### src/rtl/stream_mux_rr.sv
// stream_mux_rr: N-channel valid/ready stream multiplexer feeding one
// registered output slot. Arbitration is round-robin, fixed priority
// (lowest index wins), or manual select via sel, chosen by MODE.
// The output register reloads whenever it is empty or being drained,
// so a continuously ready consumer sees one word per cycle.
module stream_mux_rr #(
    parameter int NCH  = 4,
    parameter int W    = 8,
    parameter int MODE = 0,
    parameter int CW   = (NCH > 1) ? $clog2(NCH) : 1
) (
    input  logic                 clk,
    input  logic                 rst_n,
    input  logic [NCH-1:0]       in_valid,
    input  logic [NCH*W-1:0]     in_data,
    output logic [NCH-1:0]       in_ready,
    input  logic [CW-1:0]        sel,
    output logic                 out_valid,
    output logic [W-1:0]         out_data,
    output logic [CW-1:0]        out_ch,
    input  logic                 out_ready
);

    // Output slot and round-robin pointer
    logic            vld_p1;
    logic [W-1:0]    out_data_p1;
    logic [CW-1:0]   out_ch_p1;
    logic [CW-1:0]   last_p1;

    // Grant decision for the current cycle
    logic            load;
    logic            gnt_any;
    logic [CW-1:0]   gnt_idx;
    logic [W-1:0]    gnt_data;
    logic [CW:0]     pick;

    // Round-robin search: starts one past the pointer and wraps at NCH,
    // not at 2^CW, so non-power-of-two channel counts stay fair.
    function automatic logic [CW:0] pick_rr(input logic [NCH-1:0] req,
                                            input logic [CW-1:0]  ptr);
        logic [CW-1:0] idx;
        logic [CW-1:0] hit;
        logic          found;
        idx   = ptr;
        hit   = '0;
        found = 1'b0;
        for (int k = 0; k < NCH; k++) begin
            idx = (idx == CW'(NCH - 1)) ? '0 : idx + 1'b1;
            if (!found && req[idx]) begin
                found = 1'b1;
                hit   = idx;
            end
        end
        return {found, hit};
    endfunction

    // Fixed priority: scan from the top down so the lowest index is kept.
    function automatic logic [CW:0] pick_fixed(input logic [NCH-1:0] req);
        logic [CW-1:0] hit;
        logic          found;
        hit   = '0;
        found = 1'b0;
        for (int i = NCH - 1; i >= 0; i--) begin
            if (req[i]) begin
                found = 1'b1;
                hit   = CW'(i);
            end
        end
        return {found, hit};
    endfunction

    // Manual select: a select value with no matching channel never grants.
    function automatic logic [CW:0] pick_sel(input logic [NCH-1:0] req,
                                             input logic [CW-1:0]  s);
        logic [CW-1:0] hit;
        logic          found;
        hit   = '0;
        found = 1'b0;
        for (int i = 0; i < NCH; i++) begin
            if (s == CW'(i) && req[i]) begin
                found = 1'b1;
                hit   = CW'(i);
            end
        end
        return {found, hit};
    endfunction

    // Load enable and arbitration; ready is held low throughout reset.
    always_comb begin
        load = rst_n && (!vld_p1 || out_ready);
        pick = '0;
        case (MODE)
            0:       pick = pick_rr(in_valid, last_p1);
            1:       pick = pick_fixed(in_valid);
            2:       pick = pick_sel(in_valid, sel);
            default: pick = '0;
        endcase
        gnt_any = load && pick[CW];
        gnt_idx = pick[CW-1:0];
    end

    // One-hot ready for the granted channel and the matching data word.
    always_comb begin
        in_ready = '0;
        gnt_data = '0;
        for (int i = 0; i < NCH; i++) begin
            in_ready[i] = gnt_any && (gnt_idx == CW'(i));
            if (gnt_idx == CW'(i)) begin
                gnt_data = in_data[i*W +: W];
            end
        end
    end

    // Output register: reload on accept/empty, hold while stalled.
    always_ff @(posedge clk or negedge rst_n) begin
        if (!rst_n) begin
            vld_p1      <= 1'b0;
            out_data_p1 <= '0;
            out_ch_p1   <= '0;
            last_p1     <= CW'(NCH - 1);
        end else if (load) begin
            vld_p1 <= gnt_any;
            if (gnt_any) begin
                out_data_p1 <= gnt_data;
                out_ch_p1   <= gnt_idx;
                if (MODE == 0) begin
                    last_p1 <= gnt_idx;
                end
            end
        end
    end

    assign out_valid = vld_p1;
    assign out_data  = out_data_p1;
    assign out_ch    = out_ch_p1;

endmodule

### config.mk
export PLATFORM = sky130hd
export DESIGN_NAME = stream_mux_rr
export DESIGN_NICKNAME = d
export VERILOG_FILES = /design/src/rtl/stream_mux_rr.sv
export SDC_FILE = /design/constraint.sdc
export NUM_CORES = 1
export LEC_CHECK = 0
export BUFFER_PORTS_ARGS = -buffer_cell sky130_fd_sc_hd__buf_2
export CAP_MARGIN = 20
export CORE_AREA = 10 10 61 63
export CTS_CLUSTER_SIZE = 8
export DETAILED_ROUTE_END_ITERATION = 6
export DIE_AREA = 0 0 71 73
export GPL_TIMING_DRIVEN = 0
export PLACE_DENSITY = 0.76
export SYNTH_ARGS = -nofsm -noshare
export SYNTH_HDL_FRONTEND = slang
export SYNTH_SLANG_ARGS = --single-unit
### constraint.sdc
create_clock -name clk -period 2.4 [get_ports clk]
set_input_delay 0.12 -clock clk [delete_from_list [all_inputs] [get_ports clk]]
set_output_delay 0.12 -clock clk [all_outputs]
set_load 0.05 [all_outputs]
After elaboration in Yosys (flattened, before gate mapping)
Index checks and enable logic that the tools add are counted.

word-level totals
  register bits = 13
  bits of input ports = 41
  logic and storage cells = 59

operators by class
  $add $sub $neg = 4
  order comparisons = 4
  equality and inequality tests = 7
  mux-type cells = 24
  reduce and logical (&&, ||, !) cells = 16

operator list
  cell                                                        number
  2-to-1 mux 8 bit                                            4
  2-to-1 mux 2 bit                                            8
  equality test 2 bit, second input constant                  6
  less-than comparator 2 x 3 -> 1 bit, second input constant  4
  logical AND 1 bit                                           9
  adder 2 x 1 -> 2 bit, second input constant                 4
  binary-select mux 1 bit (select 2 bit)                      4
  2-to-1 mux 1 bit                                            8
  zero test 1 bit                                             4
  equality test 2 x 1 -> 1 bit, second input constant         1
  zero test 2 bit                                             1
  AND reduction 2 bit                                         1
  logical OR 1 bit                                            1

Depth between registers and ports, before layout
Gate-level depths: netlist (run 1).

  depth after elaboration = 19
  mapped depth = 10
  mapped depth without buffers = 7

Worst setup path before layout (run 1)
OpenSTA, ideal clock, no wires.

  path type = register to output
  start = reg last_p1[0]
  end = out in_ready[2]
  arrival time = 2.703 ns
  required time = 2.280 ns
  setup slack = -0.423 ns
  stages on the path, launching flop included = 8
  buffers on the path = 1
  cell sequence = dfstp_2 > ha_1 > buf_4 > xnor2_1 > nor4b_1 > o21ai_0 > o31a_2 > nor3_1

on the way
  longest elaborated chain between the ends = 16
  elaborated cells between the ends (all ways) = 37
  classes of those cells = add/sub: 4; eq/ne: 5; mux: 20; reduce/logical: 8

RTL lines
  element                                                             line  source
  from (decl)                                                         28    logic [CW-1:0] last_p1;
  from (signal assigned)                                              120   last_p1 <= CW'(NCH - 1);
  from (signal assigned)                                              127   last_p1 <= gnt_idx;
  adder 2 x 1 -> 2 bit / equality test 2 bit (equally long branches)  48    idx = (idx == CW'(NCH - 1)) ? '0 : idx + 1'b1;
  2-to-1 mux 2 bit (*)                                                48
  branches (longest 13 deep; another with adder 2 x 1 -> 2 bit)       --
  logical AND 1 bit (*)                                               107   in_ready[i] = gnt_any && (gnt_idx == CW'(i));
  to (decl)                                                           16    output logic [NCH-1:0] in_ready,

Every way passes the cells marked *. The select of a mux whose other input is x is not followed.

Final worst setup path (run 1)
  start = reg last_p1[0]
  end = out in_ready[1]

on the way
  longest elaborated chain between the ends = 16
  elaborated cells between the ends (all ways) = 37
  classes of those cells = add/sub: 4; eq/ne: 5; mux: 20; reduce/logical: 8

RTL lines
  element                                                             line
  adder 2 x 1 -> 2 bit / equality test 2 bit (equally long branches)  48
  2-to-1 mux 2 bit (*)                                                48
  branches (longest 13 deep; another with adder 2 x 1 -> 2 bit)       --
  logical AND 1 bit (*)                                               107

Marks and branches as above.

==> results of run 1 <==
[per-stage QoR]
step / power, mW / utilization (%) / hold slack, ps
after floorplan: 1.72 / - / -176
after global placement: 1.98 / 53.0 / 33.3
after detailed placement: 2.03 / 53.0 / 33.2
after CTS: 2.45 / 59.7 / 141
after global routing: 2.69 / 61.6 / 158
final: 2.53 / 61.6 / 147
[final cells by class]
cell class | instances | area, um^2
inverters | 3 | 11.3
flip-flops and latches | 13 | 328
repair buffers | 58 | 345
well taps | 31 | 38.8
plain buffers | 9 | 111
multi-input cells | 87 | 751
clock buffers | 4 | 26.3
fillers | 222 | 1000
[final timing paths]
check                           slack [ps]  cells after the start                 endpoint               startpoint
worst max-delay path                   -80                     10              in_ready[1]   last_p1[0]$_DFFE_PN1P_
min in group asynchronous              290                      2  out_data[5]$_DFFE_PN0P_                    rst_n
worst min-delay path                   150                      3    out_valid$_DFFE_PN0P_                out_ready
worst min register to register         490                      2  out_data[7]$_DFFE_PN0P_  out_data[7]$_DFFE_PN0P_
worst max register to register          10                     10  out_data[2]$_DFFE_PN0P_   last_p1[0]$_DFFE_PN1P_
max in group asynchronous             1820                      2   last_p1[0]$_DFFE_PN1P_                    rst_n
[logic make-up after synthesis]
family,synth area share (%)
AO/OA/AOI/OAI,23.7
buffers and inverters,10.5
multiplexers,17.6
flip-flops,30.1
adder cells (fa/ha/maj),1.15
AND/OR/NAND/NOR,16.1
XOR/XNOR,0.806
[state kept, by name, summed over array words and instances (netlist names)]
register	cells
last_p1	2
out_ch	2
out_data	8
out_valid	1
[critical path, cell delays in order (launching register included)]
cell and delay [ps]:
sky130_fd_sc_hd__dfstp_2 570, sky130_fd_sc_hd__ha_4 230, sky130_fd_sc_hd__mux2_4 300, sky130_fd_sc_hd__a22oi_2 130, sky130_fd_sc_hd__nor2_2 70, sky130_fd_sc_hd__a211oi_2 190
sky130_fd_sc_hd__buf_6 150, sky130_fd_sc_hd__buf_12 110, sky130_fd_sc_hd__nand2_8 60, sky130_fd_sc_hd__nor2_4 130, sky130_fd_sc_hd__buf_8 160
[report_power, final]
part | switching (mW) | internal [mW] | total, mW
Sequential | 0.0630 | 0.331 | 0.394
Clock | 0.0666 | 0.0642 | 0.131
Combinational | 1.14 | 0.872 | 2.01
[placed cells by master, fill, tap and decap left out, types with 3 or more instances in the layout]
cell type and instances:
sky130_fd_sc_hd__o21a_1 3, sky130_fd_sc_hd__nand2_1 12, sky130_fd_sc_hd__buf_8 3, sky130_fd_sc_hd__clkbuf_4 3, sky130_fd_sc_hd__o221ai_1 8, sky130_fd_sc_hd__buf_4 8
sky130_fd_sc_hd__mux2i_1 18, sky130_fd_sc_hd__buf_2 46, sky130_fd_sc_hd__nor2_1 5, sky130_fd_sc_hd__o21ai_0 4, sky130_fd_sc_hd__buf_6 7, sky130_fd_sc_hd__dfrtp_1 11
[per-layer routing]
| metal | vias up | routed length [um] | global-route usage, % |
|---|---|---|---|
| met4 | 0 | 82 | 7.10 |
| met1 | 528 | 1500 | 14.7 |
| met2 | 51 | 1620 | 22.6 |
| met5 | - | 0 | 0 |
| li1 | 544 | - | - |
| met3 | 8 | 298 | 5.17 |
[what timing repair did]
action,4_1_cts,5_1_grt
setup buffers,6,1
gates resized for setup,22,10
setup endpoints to repair,5,12
hold endpoints to repair,11,0
pin swaps,5,3
hold buffers,1,0
==> parameters.txt, run 1 <==
Parameter                              Value

STA
  Time the final worst path needs with I/O delays and setup ... 2480 ps
  Headroom to the max-slew limit ... 67.3%
  Min setup slack post-route ... -76.6 ps
  Max Fclk ... 404 MHz
  Period Utilization, post-route ... 103%
  Clock tree skew after final layout ... 2.02 ps
  Slew Viols, Final ... 0
  Actual transition at the worst max-transition pin ... 490 ps
  RSZ-0062 raised after global routing ... yes
  Total negative slack for setup checks ... -181 ps
  Final hold vios ... 0
  Number of endpoints failing setup at the final stage ... 3

Logic synthesis
  Post-synthesis average cell area ... 9.71 um^2
  Synthesized Nets ... 154
  Number of enable flip-flop cells after synthesis ... 0
  Synth area leaders ... sky130_fd_sc_hd__dfrtp_1, sky130_fd_sc_hd__mux2i_1, sky130_fd_sc_hd__o221ai_1
  Top FF cell, synth ... sky130_fd_sc_hd__dfrtp_1
  Area fraction of the dominant cell type after synthesis ... 25.3%
  Total number of yosys warnings ... 0
  Dominant cell type by area after synthesis ... sky130_fd_sc_hd__dfrtp_1
  Count of state elements after synthesis ... 13
  Yosys cell types ... 40
  Most frequent cell after synthesis ... sky130_fd_sc_hd__mux2i_1
  Fraction of synthesis flops using an asynchronous set or reset pin ... 100%
  Cell count after synthesis ... 112
  Part of the Yosys area used for sequential elements ... 30.1%
  Area of the mapped netlist ... 1090 um^2
  Most instantiated cells after synthesis ... sky130_fd_sc_hd__mux2i_1, sky130_fd_sc_hd__nand2_1, sky130_fd_sc_hd__dfrtp_1

Clocking
  Number of buffers on the longest clock path ... 2
  CTS tree ... done
  H-Tree Level Count ... 1
  Clock Pin Slew Worst Setup and Hold Paths ... 80 ps
  Root buffer cell ... sky130_fd_sc_hd__clkbuf_4
  Source-to-sink clock delay at the later pin of the worst-skew pair ... 260 ps
  CTS Buf Count ... 3
  Sinks on the clock net ... 13

Placed design
  Total placed instance area ... 1390 um^2
  Total placed cells including tap cells ... 193
  Number of port buffers ... 50
  Placer congestion estimate ... 0.697
  Post-DP HPWL ... 2620 um
  Worst slack after detailed placement ... -116 ps

Detailed routing
  Post-route ant nets ... 0
  Length of the first detailed-routing pass in iterations ... 4
  Number of DRC markers after the initial detailed-route iteration ... 26
  Via-per-instance ratio ... 5.52
  WL per Instance ... 17.1 um
  Routed WL ... 3510 um
  Remaining DRCs ... 0
  Vias ... 1131

Global route
  Antenna violations before repair ... 0
  Grt total ovfl ... 0
  Wire length of the first global-routing pass ... 5980 um
  Maximum number of pins on one net before global-route repair ... 16
  Global Route Usage Sum ... 13.6%
  Vias in the first global route ... 1312

Worst setup path
  Worst Setup End Kind ... primary output
  Crit path max fanout ... 5
  Setup crit start kind ... flip-flop
  WP data required ... 2280 ps
  Worst endpoint data arrival time ... 2360 ps
  Critical Setup Path Class ... flip-flop to primary output

Floorplan
  Die area ... 5180 um^2
  Core region area ... 2620 um^2
  Starting density of the core ... 41.6%
  Die Span Y ... 73 um
  Standard-cell row count ... 19
  Die outline width ... 71 um
  Num ports ... 56

Hold path
  Path type of the worst min-delay path ... primary input to flip-flop

Layout
  Layout net count ... 217
  Share of layout cells above drive strength 1 ... 55.7%
  Antenna fix cells ... 0
  Synth-to-layout area growth ... 48.2%
  Finished Layout Cells ... 205
  Cell area after layout ... 1610 um^2

Run
  Max-capacitance violation count ... 0

Pwr
  Peak supply drop ... 1.17 mV
  PD cells ... 1570 nW/um^2
  Leak pwr ... 0.772 nW

Outcome
  Result of the run ... finished, violations left
  Failing checks ... negative setup slack
Note: power is estimated with default switching activity, not from simulation.
==> run 2: changes to the inputs <==
--- a/config.mk
+++ b/config.mk
@@ -5,6 +5,7 @@
 export SDC_FILE = /design/constraint.sdc
 export NUM_CORES = 1
 export LEC_CHECK = 0
+export ABC_AREA = 1
 export BUFFER_PORTS_ARGS = -buffer_cell sky130_fd_sc_hd__buf_2
 export CAP_MARGIN = 20
 export CORE_AREA = 10 10 61 63
@@ -12,7 +13,7 @@
 export DETAILED_ROUTE_END_ITERATION = 6
 export DIE_AREA = 0 0 71 73
 export GPL_TIMING_DRIVEN = 0
-export PLACE_DENSITY = 0.76
+export PLACE_DENSITY = 0.78
 export SYNTH_ARGS = -nofsm -noshare
 export SYNTH_HDL_FRONTEND = slang
 export SYNTH_SLANG_ARGS = --single-unit
==> run 2 against run 1 <==
  * The flow still finishes with violations (negative setup slack)
  * Clock-buffer cell count stayed put
  * Register-to-register slack hardly changed
  * Worst setup slack better by 17 ps
  * First-iteration DRC count grew to 4.1 times the previous value
  * Cell area is 19% higher
  * Non-clock buffer count is 14 higher
  * Die area stayed put
  * Flip-flop and latch count stayed put
==> parameters.txt, run 2 <==
Parameter                              Value

Layout
  Antenna fix cells ... 0
  Finished Layout Cells ... 296
  Layout net count ... 308
  Share of layout cells above drive strength 1 ... 48.3%
  Leading cell type in the layout, fill and taps excluded ... sky130_fd_sc_hd__nand2_1
  Cell area after layout ... 1920 um^2
  Flip-flop count of the largest register after layout ... 8
  Synth-to-layout area growth ... 68.2%
  Most used cells in the layout excluding fill and tap cells ... sky130_fd_sc_hd__nand2_1, sky130_fd_sc_hd__buf_2, sky130_fd_sc_hd__nand3_1

Placed design
  Post-DP HPWL ... 2790 um
  Total placed instance area ... 1460 um^2
  Total placed cells including tap cells ... 271
  Placer congestion estimate ... 0.860
  Number of port buffers ... 53

Global route
  Global Route Usage Sum ... 13.3%
  Grt total ovfl ... 0
  Vias in the first global route ... 1315
  Wire length of the first global-routing pass ... 5800 um
  Maximum number of pins on one net before global-route repair ... 15
  Antenna violations before repair ... 0

Floorplan
  Starting density of the core ... 43.5%
  Die area ... 5180 um^2
  Core region area ... 2620 um^2
  Num ports ... 56
  Die Span Y ... 73 um
  Standard-cell row count ... 19
  Die outline width ... 71 um

Clocking
  CTS Buf Count ... 3
  Number of buffers on the longest clock path ... 2
  CTS tree ... done
  H-Tree Level Count ... 1
  Clock Pin Slew Worst Setup and Hold Paths ... 80 ps
  Sinks on the clock net ... 13
  Source-to-sink clock delay at the later pin of the worst-skew pair ... 280 ps
  Root buffer cell ... sky130_fd_sc_hd__clkbuf_4

Detailed routing
  Remaining DRCs ... 0
  Via-per-instance ratio ... 5.41
  Post-route ant nets ... 0
  Number of DRC markers after the initial detailed-route iteration ... 107
  Routed WL ... 4560 um
  WL per Instance ... 15.4 um
  Vias ... 1602
  Length of the first detailed-routing pass in iterations ... 4

Hold path
  Hold path startpoint ... in_data[4]
  Path type of the worst min-delay path ... primary input to flip-flop

Logic synthesis
  Yosys cell types ... 23
  Cell count after synthesis ... 187
  Most instantiated cells after synthesis ... sky130_fd_sc_hd__nand2_1, sky130_fd_sc_hd__nand3_1, sky130_fd_sc_hd__inv_1
  Total number of yosys warnings ... 0
  Dominant cell type by area after synthesis ... sky130_fd_sc_hd__dfrtp_1
  Area of the mapped netlist ... 1140 um^2
  Area fraction of the dominant cell type after synthesis ... 24.2%
  Post-synthesis average cell area ... 6.09 um^2
  Synthesized Nets ... 229
  Fraction of synthesis flops using an asynchronous set or reset pin ... 100%
  Part of the Yosys area used for sequential elements ... 28.8%
  Top FF cell, synth ... sky130_fd_sc_hd__dfrtp_1
  Number of enable flip-flop cells after synthesis ... 0
  Most frequent cell after synthesis ... sky130_fd_sc_hd__nand2_1
  Count of state elements after synthesis ... 13
  Synth area leaders ... sky130_fd_sc_hd__dfrtp_1, sky130_fd_sc_hd__nand2_1, sky130_fd_sc_hd__nand3_1

STA
  Min setup slack post-route ... -59.4 ps
  Total negative slack for setup checks ... -179 ps
  Slew Viols, Final ... 0
  Max Fclk ... 407 MHz
  RSZ-0062 raised after global routing ... yes
  Time the final worst path needs with I/O delays and setup ... 2460 ps
  Headroom to the max-slew limit ... 76.1%
  Final hold vios ... 0
  Number of endpoints failing setup at the final stage ... 4
  Period Utilization, post-route ... 102%
  Clock tree skew after final layout ... 2.09 ps
  Actual transition at the worst max-transition pin ... 358 ps

Outcome
  Result of the run ... finished, violations left
  Failing checks ... negative setup slack

Worst setup path
  Timing startpoint of the critical path ... last_p1[0]$_DFFE_PN1P_
  Worst endpoint data arrival time ... 2340 ps
  WP data required ... 2280 ps
  Crit path max fanout ... 7
  Critical Setup Path Class ... flip-flop to primary output
  Setup crit start kind ... flip-flop
  Critical register-to-register path startpoint ... last_p1[0]$_DFFE_PN1P_
  Worst Setup End Kind ... primary output

Run
  Max-capacitance violation count ... 0
## run 2: changes by cell type in the layout (fill, tap and decap cells not counted), moves of 3 or more
cell	previous run	this run
sky130_fd_sc_hd__nand2_4	0	11
sky130_fd_sc_hd__buf_2	46	50
sky130_fd_sc_hd__nor2_2	1	5
sky130_fd_sc_hd__nand2_2	2	9
sky130_fd_sc_hd__nand4_1	0	9
sky130_fd_sc_hd__inv_1	1	12
sky130_fd_sc_hd__nand2_1	12	55
sky130_fd_sc_hd__o221ai_1	8	0
sky130_fd_sc_hd__buf_4	8	18
sky130_fd_sc_hd__nand3_1	1	29
sky130_fd_sc_hd__mux2i_1	18	0
sky130_fd_sc_hd__o21ai_1	1	4
sky130_fd_sc_hd__nand3_2	1	4
## run 2: per-layer routing
metal	part of all wire (%)	vias to the layer above	routed length (um)	track usage (%)
met3	9.3	12	424	5.17
met5	0	-	0	0
met4	2.6	0	119	4.30
li1	-	769	-	-
met2	51	95	2310	22.1
met1	37	726	1700	15.4
## run 2: critical path, cell delays in order, from the launching register on
cell and delay, ps:
sky130_fd_sc_hd__dfstp_2 580, sky130_fd_sc_hd__buf_8 130, sky130_fd_sc_hd__inv_4 60, sky130_fd_sc_hd__nand2_1 80
sky130_fd_sc_hd__nand2_1 110, sky130_fd_sc_hd__inv_1 130, sky130_fd_sc_hd__nand2_4 60, sky130_fd_sc_hd__nand2_4 80
sky130_fd_sc_hd__nand3_2 90, sky130_fd_sc_hd__nor2_2 140, sky130_fd_sc_hd__nor2_2 60, sky130_fd_sc_hd__nand2_2 70
sky130_fd_sc_hd__buf_6 130, sky130_fd_sc_hd__nand2_4 60, sky130_fd_sc_hd__nor2_4 110, sky130_fd_sc_hd__buf_8 150
## run 2: cell families after synthesis
logic type | count (synthesis) | share of synthesized area (%)
and+or+nand+nor | 136 | 53.8
buffers and inverters | 23 | 9.89
AOI/OAI and AO/OA | 14 | 6.37
adders and majority gates | 1 | 1.10
DFF | 13 | 28.8
## run 2: stage by stage
step                      setup WS (ps)  hold WS, ps  util, %
after global placement            -64.0         30.2     55.6
final                             -59.4          152     73.3
after detailed placement          -68.1         35.4     55.6
after floorplan                    5.59         -176        -
after global routing               -163          178     73.3
after CTS                          2.67          141     60.3
## run 2: repair_timing
item                                    in CTS  in global routing
gates cloned                                 0                  2
pin swaps                                    2                 19
endpoints found under the setup margin       4                 11
hold buffers                                 1                  0
buffers inserted                             4                 14
gates resized for setup                     18                 46
endpoints found under the hold margin       11                  0
## run 2: final cells by class
type / count / area [um^2]
multi-input cells: 151 / 887
plain buffers: 7 / 76.3
fillers: 200 / 699
repair buffers: 74 / 489
inverters: 16 / 70.1
flip-flops and latches: 13 / 328
well taps: 31 / 38.8
clock buffers: 4 / 26.3
## run 2: final timing paths
| path | endpoint | slack (ps) | depth (start not counted) |
|---|---|---|---|
| worst min-delay path | out_data[4]$_DFFE_PN0P_ | 150 | 5 |
| max in group asynchronous | last_p1[0]$_DFFE_PN1P_ | 1840 | 2 |
| min in group asynchronous | out_data[0]$_DFFE_PN0P_ | 260 | 2 |
| worst max-delay path | in_ready[1] | -60 | 15 |
| worst max register to register | out_data[1]$_DFFE_PN0P_ | 20 | 17 |
| worst min register to register | out_data[4]$_DFFE_PN0P_ | 480 | 2 |
Power of run 2 is not shown: default switching activity piles up to over one toggle a cycle in this logic, so the estimate is an artifact.
